$ cat src/rtl/progmem_loader_pkg.sv
// Shared types and constants for the boot-time program loader.
// The optional checksum stage is enabled with the LOADER_CHECKSUM_EN macro.
package progmem_loader_pkg;

   localparam int unsigned BYTE_W = 8;
   localparam int unsigned WORD_W = 16;

   localparam logic [BYTE_W-1:0] SYNC_DEFAULT = 8'hA5;

   typedef enum logic [2:0] {
      StIdle,
      StALo,
      StAHi,
      StCLo,
      StCHi,
      StDLo,
      StDHi,
      StCsum
   } state_e;

endpackage

$ cat src/rtl/progmem_loader_timeout.sv
// Inter-byte idle counter: clears on request, counts while enabled and
// saturates at TIMEOUT, flagging expiry.
module progmem_loader_timeout #(
   parameter int unsigned TIMEOUT = 2500000
) (
   input  logic i_clock,
   input  logic i_locked,
   input  logic i_clear,
   input  logic i_enable,
   output logic o_expire
);

   localparam int unsigned CW = $clog2(TIMEOUT + 1);

   logic [CW-1:0] r_count;
   logic          w_expire;

   assign w_expire = (r_count == CW'(TIMEOUT));
   assign o_expire = w_expire;

   always_ff @(posedge i_clock or negedge i_locked) begin
      if (!i_locked) begin
         r_count <= '0;
      end else if (i_clear) begin
         r_count <= '0;
      end else if (i_enable && !w_expire) begin
         r_count <= r_count + CW'(1);
      end
   end

endmodule

$ cat src/rtl/progmem_loader.sv
// Boot-time program loader: assembles framed serial bytes into 16-bit words and
// writes them to program memory. Optional checksum byte via LOADER_CHECKSUM_EN.
module progmem_loader
   import progmem_loader_pkg::*;
#(
   parameter int unsigned       TIMEOUT = 2500000,
   parameter bit                AUTORUN = 1'b1,
   parameter logic [BYTE_W-1:0] SYNC    = SYNC_DEFAULT
) (
   input  logic              i_clock,
   input  logic              i_locked,
   input  logic              i_rx_valid,
   input  logic [BYTE_W-1:0] i_rx_data,
   output logic [WORD_W-1:0] o_pm_address,
   output logic [WORD_W-1:0] o_pm_data,
   output logic              o_pm_we,
   output logic              o_core_run,
   output logic              o_busy,
   output logic              o_error
);

   state_e              r_state;
   logic [WORD_W-1:0]   r_addr;
   logic [WORD_W-1:0]   r_cnt;
   logic [BYTE_W-1:0]   r_lo;
   logic [WORD_W-1:0]   r_pm_address;
   logic [WORD_W-1:0]   r_pm_data;
   logic                r_pm_we;
   logic                r_core_run;
   logic                r_busy;
   logic                r_error;
   logic                r_fin;
`ifdef LOADER_CHECKSUM_EN
   logic [BYTE_W-1:0]   r_sum;
`endif

   logic                w_expire;
   logic                w_abort;
   logic                w_tmo_clear;

   assign w_tmo_clear = i_rx_valid || !r_busy;
   // The finish-pending cycle must not be mistaken for an idle gap.
   assign w_abort     = r_busy && w_expire && !r_fin;

   progmem_loader_timeout #(
      .TIMEOUT (TIMEOUT)
   ) u_timeout (
      .i_clock  (i_clock),
      .i_locked (i_locked),
      .i_clear  (w_tmo_clear),
      .i_enable (r_busy),
      .o_expire (w_expire)
   );

   always_ff @(posedge i_clock or negedge i_locked) begin
      if (!i_locked) begin
         r_state      <= StIdle;
         r_addr       <= '0;
         r_cnt        <= '0;
         r_lo         <= '0;
         r_pm_address <= '0;
         r_pm_data    <= '0;
         r_pm_we      <= 1'b0;
         r_core_run   <= AUTORUN;
         r_busy       <= 1'b0;
         r_error      <= 1'b0;
         r_fin        <= 1'b0;
`ifdef LOADER_CHECKSUM_EN
         r_sum        <= '0;
`endif
      end else begin
         r_pm_we <= 1'b0;
         if (w_abort) begin
            // Partial image is never released to the core.
            r_state    <= StIdle;
            r_busy     <= 1'b0;
            r_error    <= 1'b1;
            r_core_run <= 1'b0;
         end else begin
            if (r_fin) begin
               r_fin      <= 1'b0;
               r_busy     <= 1'b0;
               r_core_run <= 1'b1;
            end
            if (i_rx_valid) begin
               unique case (r_state)
                  StIdle: begin
                     if (i_rx_data == SYNC) begin
                        r_busy     <= 1'b1;
                        r_core_run <= 1'b0;
                        r_error    <= 1'b0;
                        r_fin      <= 1'b0;
`ifdef LOADER_CHECKSUM_EN
                        r_sum      <= '0;
`endif
                        r_state    <= StALo;
                     end
                  end
                  StALo: begin
                     r_addr[7:0] <= i_rx_data;
                     r_state     <= StAHi;
                  end
                  StAHi: begin
                     r_addr[15:8] <= i_rx_data;
                     r_state      <= StCLo;
                  end
                  StCLo: begin
                     r_cnt[7:0] <= i_rx_data;
                     r_state    <= StCHi;
                  end
                  StCHi: begin
                     r_cnt[15:8] <= i_rx_data;
                     if ({i_rx_data, r_cnt[7:0]} == '0) begin
`ifdef LOADER_CHECKSUM_EN
                        r_state    <= StCsum;
`else
                        r_state    <= StIdle;
                        r_busy     <= 1'b0;
                        r_core_run <= 1'b1;
`endif
                     end else begin
                        r_state <= StDLo;
                     end
                  end
                  StDLo: begin
                     r_lo    <= i_rx_data;
`ifdef LOADER_CHECKSUM_EN
                     r_sum   <= r_sum + i_rx_data;
`endif
                     r_state <= StDHi;
                  end
                  StDHi: begin
                     r_pm_data    <= {i_rx_data, r_lo};
                     r_pm_address <= r_addr;
                     r_pm_we      <= 1'b1;
                     r_addr       <= r_addr + 16'd1;
                     r_cnt        <= r_cnt - 16'd1;
`ifdef LOADER_CHECKSUM_EN
                     r_sum        <= r_sum + i_rx_data;
`endif
                     if (r_cnt == 16'd1) begin
`ifdef LOADER_CHECKSUM_EN
                        r_state <= StCsum;
`else
                        // Release the core one cycle after the final strobe.
                        r_state <= StIdle;
                        r_fin   <= 1'b1;
`endif
                     end else begin
                        r_state <= StDLo;
                     end
                  end
`ifdef LOADER_CHECKSUM_EN
                  StCsum: begin
                     r_state    <= StIdle;
                     r_busy     <= 1'b0;
                     r_core_run <= (i_rx_data == r_sum);
                     r_error    <= (i_rx_data != r_sum);
                  end
`endif
                  default: begin
                     r_state <= StIdle;
                  end
               endcase
            end
         end
      end
   end

   assign o_pm_address = r_pm_address;
   assign o_pm_data    = r_pm_data;
   assign o_pm_we      = r_pm_we;
   assign o_core_run   = r_core_run;
   assign o_busy       = r_busy;
   assign o_error      = r_error;

endmodule

$ cat config.mk
export PLATFORM = sky130hd
export DESIGN_NAME = progmem_loader
export DESIGN_NICKNAME = d
export VERILOG_FILES = /design/src/rtl/progmem_loader_pkg.sv /design/src/rtl/progmem_loader_timeout.sv /design/src/rtl/progmem_loader.sv
export SDC_FILE = /design/constraint.sdc
export NUM_CORES = 1
export LEC_CHECK = 0
export BUFFER_PORTS_ARGS = -buffer_cell sky130_fd_sc_hd__buf_2
export CORE_MARGIN = 2
export CORE_UTILIZATION = 60
export CTS_CLUSTER_SIZE = 24
export DETAILED_ROUTE_END_ITERATION = 8
export PLACE_DENSITY = 0.88
export SLEW_MARGIN = 20
export SYNTH_ARGS = -nofsm -noshare
export SYNTH_HDL_FRONTEND = slang
export SYNTH_HIERARCHICAL = 1
export SYNTH_SLANG_ARGS = --single-unit
export TNS_END_PERCENT = 10
$ cat constraint.sdc
create_clock -name i_clock -period 3.7 [get_ports i_clock]
set_input_delay 0.185 -clock i_clock [delete_from_list [all_inputs] [get_ports i_clock]]
set_output_delay 0.185 -clock i_clock [all_outputs]
set_load 0.03 [all_outputs]
Yosys cells after proc, flatten, opt, wreduce, memory -nomap -nowiden
Index checks and enable logic that the tools add are counted.
{ "word_totals": {"romBits": 0, "n_memories": 0, "wordCells": 87, "inputBits": 11, "latch_bits": 0, "register_bits": 102, "ramBits": 0, "out_inout_bits": 36} }
{ "classes": {"div_mod_pow": 0, "n_shift": 0, "add_sub_neg": 3, "n_reduce_logical": 25, "n_lt_le_gt_ge": 0, "n_mux": 34, "bitwise_logic": 1, "n_eq_ne": 10, "n_mul": 0} }
{ "ops": {"columns": ["cell", "count"], "rows": [
  ["case mux 8 bit (2 select lines)", 4],
  ["two-way mux 22 bit", 2],
  ["adder 22 x 1 -> 22 bit, second input constant", 1],
  ["equality test 22 bit, second input constant", 1],
  ["case mux 3 bit (7 select lines)", 1],
  ["AND reduction 3 bit", 7],
  ["two-way mux 1 bit", 20],
  ["adder 16 x 1 -> 16 bit, second input constant", 1],
  ["equality test 16 x 1 -> 1 bit, second input constant", 1],
  ["logical NOT 16 bit", 1],
  ["nonzero test 2 bit", 8],
  ["subtractor 16 x 1 -> 16 bit, second input constant", 1],
  ["two-way mux 3 bit", 5],
  ["equality test 3 bit, second input constant", 3],
  ["equality test 8 bit, second input constant", 1],
  ["equality test 3 x 2 -> 1 bit, second input constant", 2],
  ["case mux 1 bit (2 select lines)", 2],
  ["equality test 3 x 1 -> 1 bit, second input constant", 1],
  ["logical AND 1 bit", 3],
  ["logical NOT 1 bit", 3],
  ["logical NOT 3 bit", 1],
  ["!= test 3 bit, second input constant", 1],
  ["AND reduction 2 bit", 1],
  ["logical OR 1 bit", 1],
  ["NOT 1 bit", 1]
]} }

Longest topological paths before layout
{ "depth": {"depth_word": 5, "ltp_mapped": 13, "mapped_depth_nobuf": 11} }

Modules after synthesis
The synthesis kept the hierarchy.
{ "by_module_without_submodules": {"columns": ["mod", "seq_area_each_um2", "instances", "cells_each", "area_per_inst_um2"], "rows": [
  ["progmem_loader", 2003.2, 1, 402, 3970.1],
  ["progmem_loader_timeout", 550.5, 1, 140, 1296.2]
]} }

Least setup slack after synthesis
No wires, ideal clock.
{ "synth_path": {"kind": "flip-flop to flip-flop", "startpoint": "reg u_timeout.r_count[0]", "endpoint": "reg r_pm_address[10] (netlist: o_pm_address[10])", "path_buffers": 2, "required_time_ns": 3.575, "period_less_slack_ns": 2.717, "path_slack_ns": 0.983, "setup_time_ns": 0.125, "path_stages_with_launch": 12, "arrival_ns": 2.592, "path_cell_list": "dfrtp_1 -> inv_1 -> ha_1 -> nand2_1 -> or4_1 -> nor4_1 -> nand3b_1 -> and2_1 -> buf_6 -> nand2_1 -> buf_2 -> mux2_2"} }
{ "synth_via": {"elab_chain_cells": 5} }
{ "synth_lines": {"columns": ["item", "line_no", "text"], "rows": [
  ["start, declared", "progmem_loader_timeout.sv:15", "logic [CW-1:0] r_count;"],
  ["start signal, assigned", "progmem_loader_timeout.sv:27", "r_count <= r_count + CW'(1);"],
  ["equality test 22 bit", "progmem_loader_timeout.sv:18", "assign w_expire = (r_count == CW'(TIMEOUT));"],
  ["via w_expire", "progmem_loader.sv:37", "logic w_expire;"],
  ["logical AND 1 bit (2 in series)", "progmem_loader.sv:43", "assign w_abort = r_busy && w_expire && !r_fin;"],
  ["NOT 1 bit (no line)", null, null],
  ["AND reduction 3 bit (no line)", null, null],
  ["end signal, assigned", "progmem_loader.sv:134", "r_pm_address <= r_addr;"],
  ["end, declared", "progmem_loader.sv:26", "logic [WORD_W-1:0] r_pm_address;"]
]} }
The timed path passes the listed nets, and every way through them passes these cells.
A chain may end at the register's enable or synchronous reset.

Worst setup path after layout
{ "layout_path": {"startpoint": "reg u_timeout.r_count[0]", "endpoint": "reg r_addr[2]"} }
{ "layout_via": {"elab_chain_cells": 5} }
{ "layout_lines": {"columns": ["item", "line_no", "text"], "rows": [
  ["equality test 22 bit", "progmem_loader_timeout.sv:18", null],
  ["via w_expire", "progmem_loader.sv:37", null],
  ["logical AND 1 bit (2 in series)", "progmem_loader.sv:43", null],
  ["NOT 1 bit (no line)", null, null],
  ["AND reduction 3 bit (no line)", null, null],
  ["end signal, assigned", "progmem_loader.sv:100", "r_addr[7:0] <= i_rx_data;"],
  ["end signal, assigned", "progmem_loader.sv:136", "r_addr <= r_addr + 16'd1;"],
  ["end, declared", "progmem_loader.sv:23", "logic [WORD_W-1:0] r_addr;"]
]} }
The timed path passes the listed nets, and every way through them passes these cells.

==> results.txt <==
----------------------------------------------------
[Logic synthesis]
  Synth Area per Inst ... 9.72 um^2
  Sequential area share after synthesis ... 0.485
  Cell area after synthesis ... 5270 um^2
  Fraction of synthesis flops using an asynchronous set or reset pin ... 1.00
  Number of flops mapped to enable cells by yosys ... 0
  Post-Syn Instances ... 542
  Most numerous cell in the Yosys netlist ... sky130_fd_sc_hd__dfrtp_1
  Most frequent cells after synthesis ... 101 x sky130_fd_sc_hd__dfrtp_1, 56 x sky130_fd_sc_hd__nor2_1, 51 x sky130_fd_sc_hd__nand2_1
  Total of warnings raised by yosys ... 6
  Post-synthesis cell type count ... 68
  Synth area leader ... sky130_fd_sc_hd__dfrtp_1
  Proportion of netlist area held by the largest area contributor ... 0.480
  Top flip-flop cell by instance count after synthesis ... sky130_fd_sc_hd__dfrtp_1
  Cell types with the largest area share after synthesis ... sky130_fd_sc_hd__dfrtp_1 48%, sky130_fd_sc_hd__mux2_2 6.6%, sky130_fd_sc_hd__nor2_1 4.0%
  Post-Synthesis Net Count ... 559
  Register bit count reported by yosys ... 102

[Clock tree]
  TritonCTS Buffers ... 9
  Post-CTS clock slew at the launch and capture registers of the worst setup and hold paths ... 0.11 ns
  Cell at the root of the clock tree ... sky130_fd_sc_hd__clkbuf_8
  Clock tree from TritonCTS ... done
  Deepest level of the CTS H-tree ... 3
  Clock insertion delay at the later pin of the skew report ... 0.36 ns
  Num Clock Sinks ... 102
  Clock tree buffer depth ... 2

[Worst setup path]
  WP depth ... 10
  Longest individual stage delay on the worst path ... 0.54 ns
  Data arrival time at the worst-slack endpoint ... 3.40 ns
  Crit path max fanout ... 16
  Setup slack on the worst flop-to-flop path ... 0.56 ns
  Critical path data required time ... 3.96 ns
  R2r worst-path depth ... 10
  Cell family with most CP delay ... simple AND/OR/NAND/NOR gates
  Critical path class ... flop to flop
  Worst setup endpoint ... r_addr[2]
  Sequence of cells on the critical path ... inv_1, ha_1, nand2_1, or4_1, nor4_1, nand3b_1, and2_1, o21ai_1, nor2_1, o22a_1
  Element type at the critical path end ... flop
  Library cell contributing the largest single delay on the critical path ... sky130_fd_sc_hd__o21ai_1
  Critical path launch point ... u_timeout/r_count[0]
  Combined buffer and inverter count along the critical path ... 1
  Terminus of the critical flop-to-flop path ... r_addr[2]
  Launching element type of the critical path ... flop
  Launch instance of the worst register-to-register path ... u_timeout/r_count[0]

[Place]
  Post-detail-place hpwl ... 8280 um
  Pre-CTS WS ... 0.661 ns
  Routability congestion estimate ... 0.902
  Count of input and output buffers ... 46

[Global route]
  GRT Overall Usage ... 0.259
  Largest net degree at the start of global routing ... 82
  First-pass GRT wire length ... 20300 um
  Congestion Overflow GR ... 0
  Number of global-route vias before repair ... 4092
  Number of antenna violations at the first check in global routing ... 0

[Route]
  Detailed Routing Iterations Pass 1 ... 5
  # DRC ... 0
  Average routed wire per standard cell ... 17.7 um
  Via total after detailed routing ... 4451
  Number of routed nets with antenna violations ... 0
  Total Wirelength ... 12200 um
  Routed via count divided by cell count ... 6.47
  Detailed router's first-iteration violation count ... 528

[Timing]
  Total setup violations reported at the end of the flow ... 0
  Setup WS post-layout ... 0.562 ns
  Number of max-slew violations in the final report ... 0
  Worst Max-Slew Pin Slew ... 1.04 ns
  Tightest slew margin relative to the limit ... 0.309
  Largest clock skew in the final design ... 0.0121 ns
  Post-route setup TNS ... 0 ns
  RSZ-0062 raised after global routing ... false
  Final clock period utilization by the worst path ... 0.848
  Achievable clock frequency ... 0.319 GHz
  Post-layout minimum cycle time ... 3.14 ns
  Total count of hold-check failures in the final report ... 0

[Finish]
  Final layout net count ... 592
  Number of antenna cells inserted ... 0
  Count of filler cells inserted in the layout ... 668
  Fraction of layout instances using a drive strength above 1 ... 0.195
  Area delta synth->final ... 8.48%

[Pwr]
  Cell area power density ... 721 nW/um^2
  Static leakage ... 2.46 nW
  Largest voltage drop on the vdd net ... 0.346 mV

[Floorplan]
  Initial Util ... 0.610
  Vert. Die Dim ... 97.7 um
  Boundary pin count ... 47
  Site Rows ... 34
  Core ar. ... 8640 um^2
  Die Span X ... 97.7 um
  Total Die Area ... 9540 um^2

[Run status]
  Result of the run ... finished, final reports clean

[Run]
  Number of maximum-capacitance violations ... 0

[Worst hold path]
  Hold/Removal Path Class ... input pin to flop

----------------------------------------------------
==> sequential cells by signal (all words and copies together) (netlist names) <==
| name | flops |
|---|---|
| r_state | 3 |
| r_lo | 8 |
| o_busy | 1 |
| r_cnt | 16 |
| u_timeout/r_count | 22 |
| o_pm_data | 16 |
| o_pm_we | 1 |
| r_fin | 1 |
| o_pm_address | 16 |
| o_core_run | 1 |
| o_error | 1 |
| r_addr | 16 |
==> metrics by stage <==
stage	utilization	total power, W	cells	area [um^2]	hold slack (ns)
2_1_floorplan	-	0.00298	542	5270	-0.111
3_3_place_gp	0.638	0.00333	671	5510	0.402
3_5_place_dp	0.638	0.00344	671	5510	0.412
4_1_cts	0.660	0.00411	687	5700	0.0156
5_1_grt	0.662	0.00437	688	5710	0.117
6_report	0.662	0.00412	688	5710	0.129
==> area by class of cell <==
cell class                 instances  area [um^2]  share of cell area
tap                              108          135              0.0237
clock inverter                     7         61.3              0.0107
multi-input combinational        398         2500               0.438
inverter                          14         52.6             0.00920
timing repair buffer              50          282              0.0493
sequential                       102         2550               0.447
clock buffer                       9          124              0.0217
==> worst min-delay path by stage <==
| stage | slack (ns) | cells past startpoint | from | to |
|---|---|---|---|---|
| 2_1_floorplan | -0.11 | 0 | i_locked | o_busy |
| 3_3_place_gp | 0.40 | 1 | i_locked | u_timeout/r_count[18] |
| 3_5_place_dp | 0.41 | 1 | i_locked | u_timeout/r_count[16] |
| 4_1_cts | 0.02 | 1 | i_locked | u_timeout/r_count[3] |
| 5_1_grt | 0.12 | 2 | i_rx_data[3] | r_lo[3] |
| 6_report | 0.13 | 2 | i_rx_data[3] | r_lo[3] |
==> routing by layer <==
metal	global-route usage	share of wire	vias to the layer above	wire, um
met5	0	0	-	0
met4	0.0716	0.019	0	233
met3	0.0475	0.082	28	1000
met2	0.393	0.46	232	5660
met1	0.386	0.43	2160	5300
li1	-	-	2031	-
==> layout by cell type, fill, tap and decap left out, types with 6 or more instances in the layout <==
cell	instances
sky130_fd_sc_hd__xor2_1	7
sky130_fd_sc_hd__nand2_1	50
sky130_fd_sc_hd__nor3_1	14
sky130_fd_sc_hd__mux2_2	31
sky130_fd_sc_hd__and2_1	6
sky130_fd_sc_hd__nor2_1	56
sky130_fd_sc_hd__nor2b_1	6
sky130_fd_sc_hd__nor4_1	9
sky130_fd_sc_hd__clkbuf_8	9
sky130_fd_sc_hd__a21oi_1	41
sky130_fd_sc_hd__or4_1	8
sky130_fd_sc_hd__nand4_1	14
sky130_fd_sc_hd__buf_2	45
sky130_fd_sc_hd__or3_1	6
sky130_fd_sc_hd__dfrtp_1	101
sky130_fd_sc_hd__ha_1	6
sky130_fd_sc_hd__nand3_1	17
sky130_fd_sc_hd__a31oi_1	9
sky130_fd_sc_hd__o22a_1	11
sky130_fd_sc_hd__o21ai_0	29
sky130_fd_sc_hd__inv_1	13
==> timing repair <==
| action | CTS | global route |
|---|---|---|
| hold endpoints to repair | 0 | 79 |
| resized for setup | 0 | 0 |
| hold buffers | 0 | 1 |
| endpoints found under the setup margin | 0 | 0 |
| buffers inserted | 0 | 0 |
==> power by group <==
part	switching (W)	internal, W
Sequential	0.000363	0.00151
Clock	0.000418	0.000261
Combinational	0.000992	0.000580
Total	0.00177	0.00235
==> worst register-to-register path, delay by kind of cell (launching register included) <==
kind | cells | cell delay [ns]
AOI/OAI and AO/OA | 2 | 0.76
adders and majority gates | 1 | 0.17
and+or+nand+nor | 6 | 1.57
DFF | 1 | 0.45
buffers and inverters | 1 | 0.10
==> cells by family (layout without fill, tap and decap cells) <==
| logic type | count (synthesis) | after routing | synth area share |
|---|---|---|---|
| simple gates | 222 | 222 | 0.221 |
| compound gates | 125 | 125 | 0.148 |
| flops | 102 | 102 | 0.485 |
| buf+inv | 42 | 80 | 0.0399 |
| mux | 35 | 35 | 0.0744 |
| xor+xnor | 10 | 10 | 0.0166 |
| fa+ha+maj | 6 | 6 | 0.0143 |
Power figures use the tool's default switching activity.
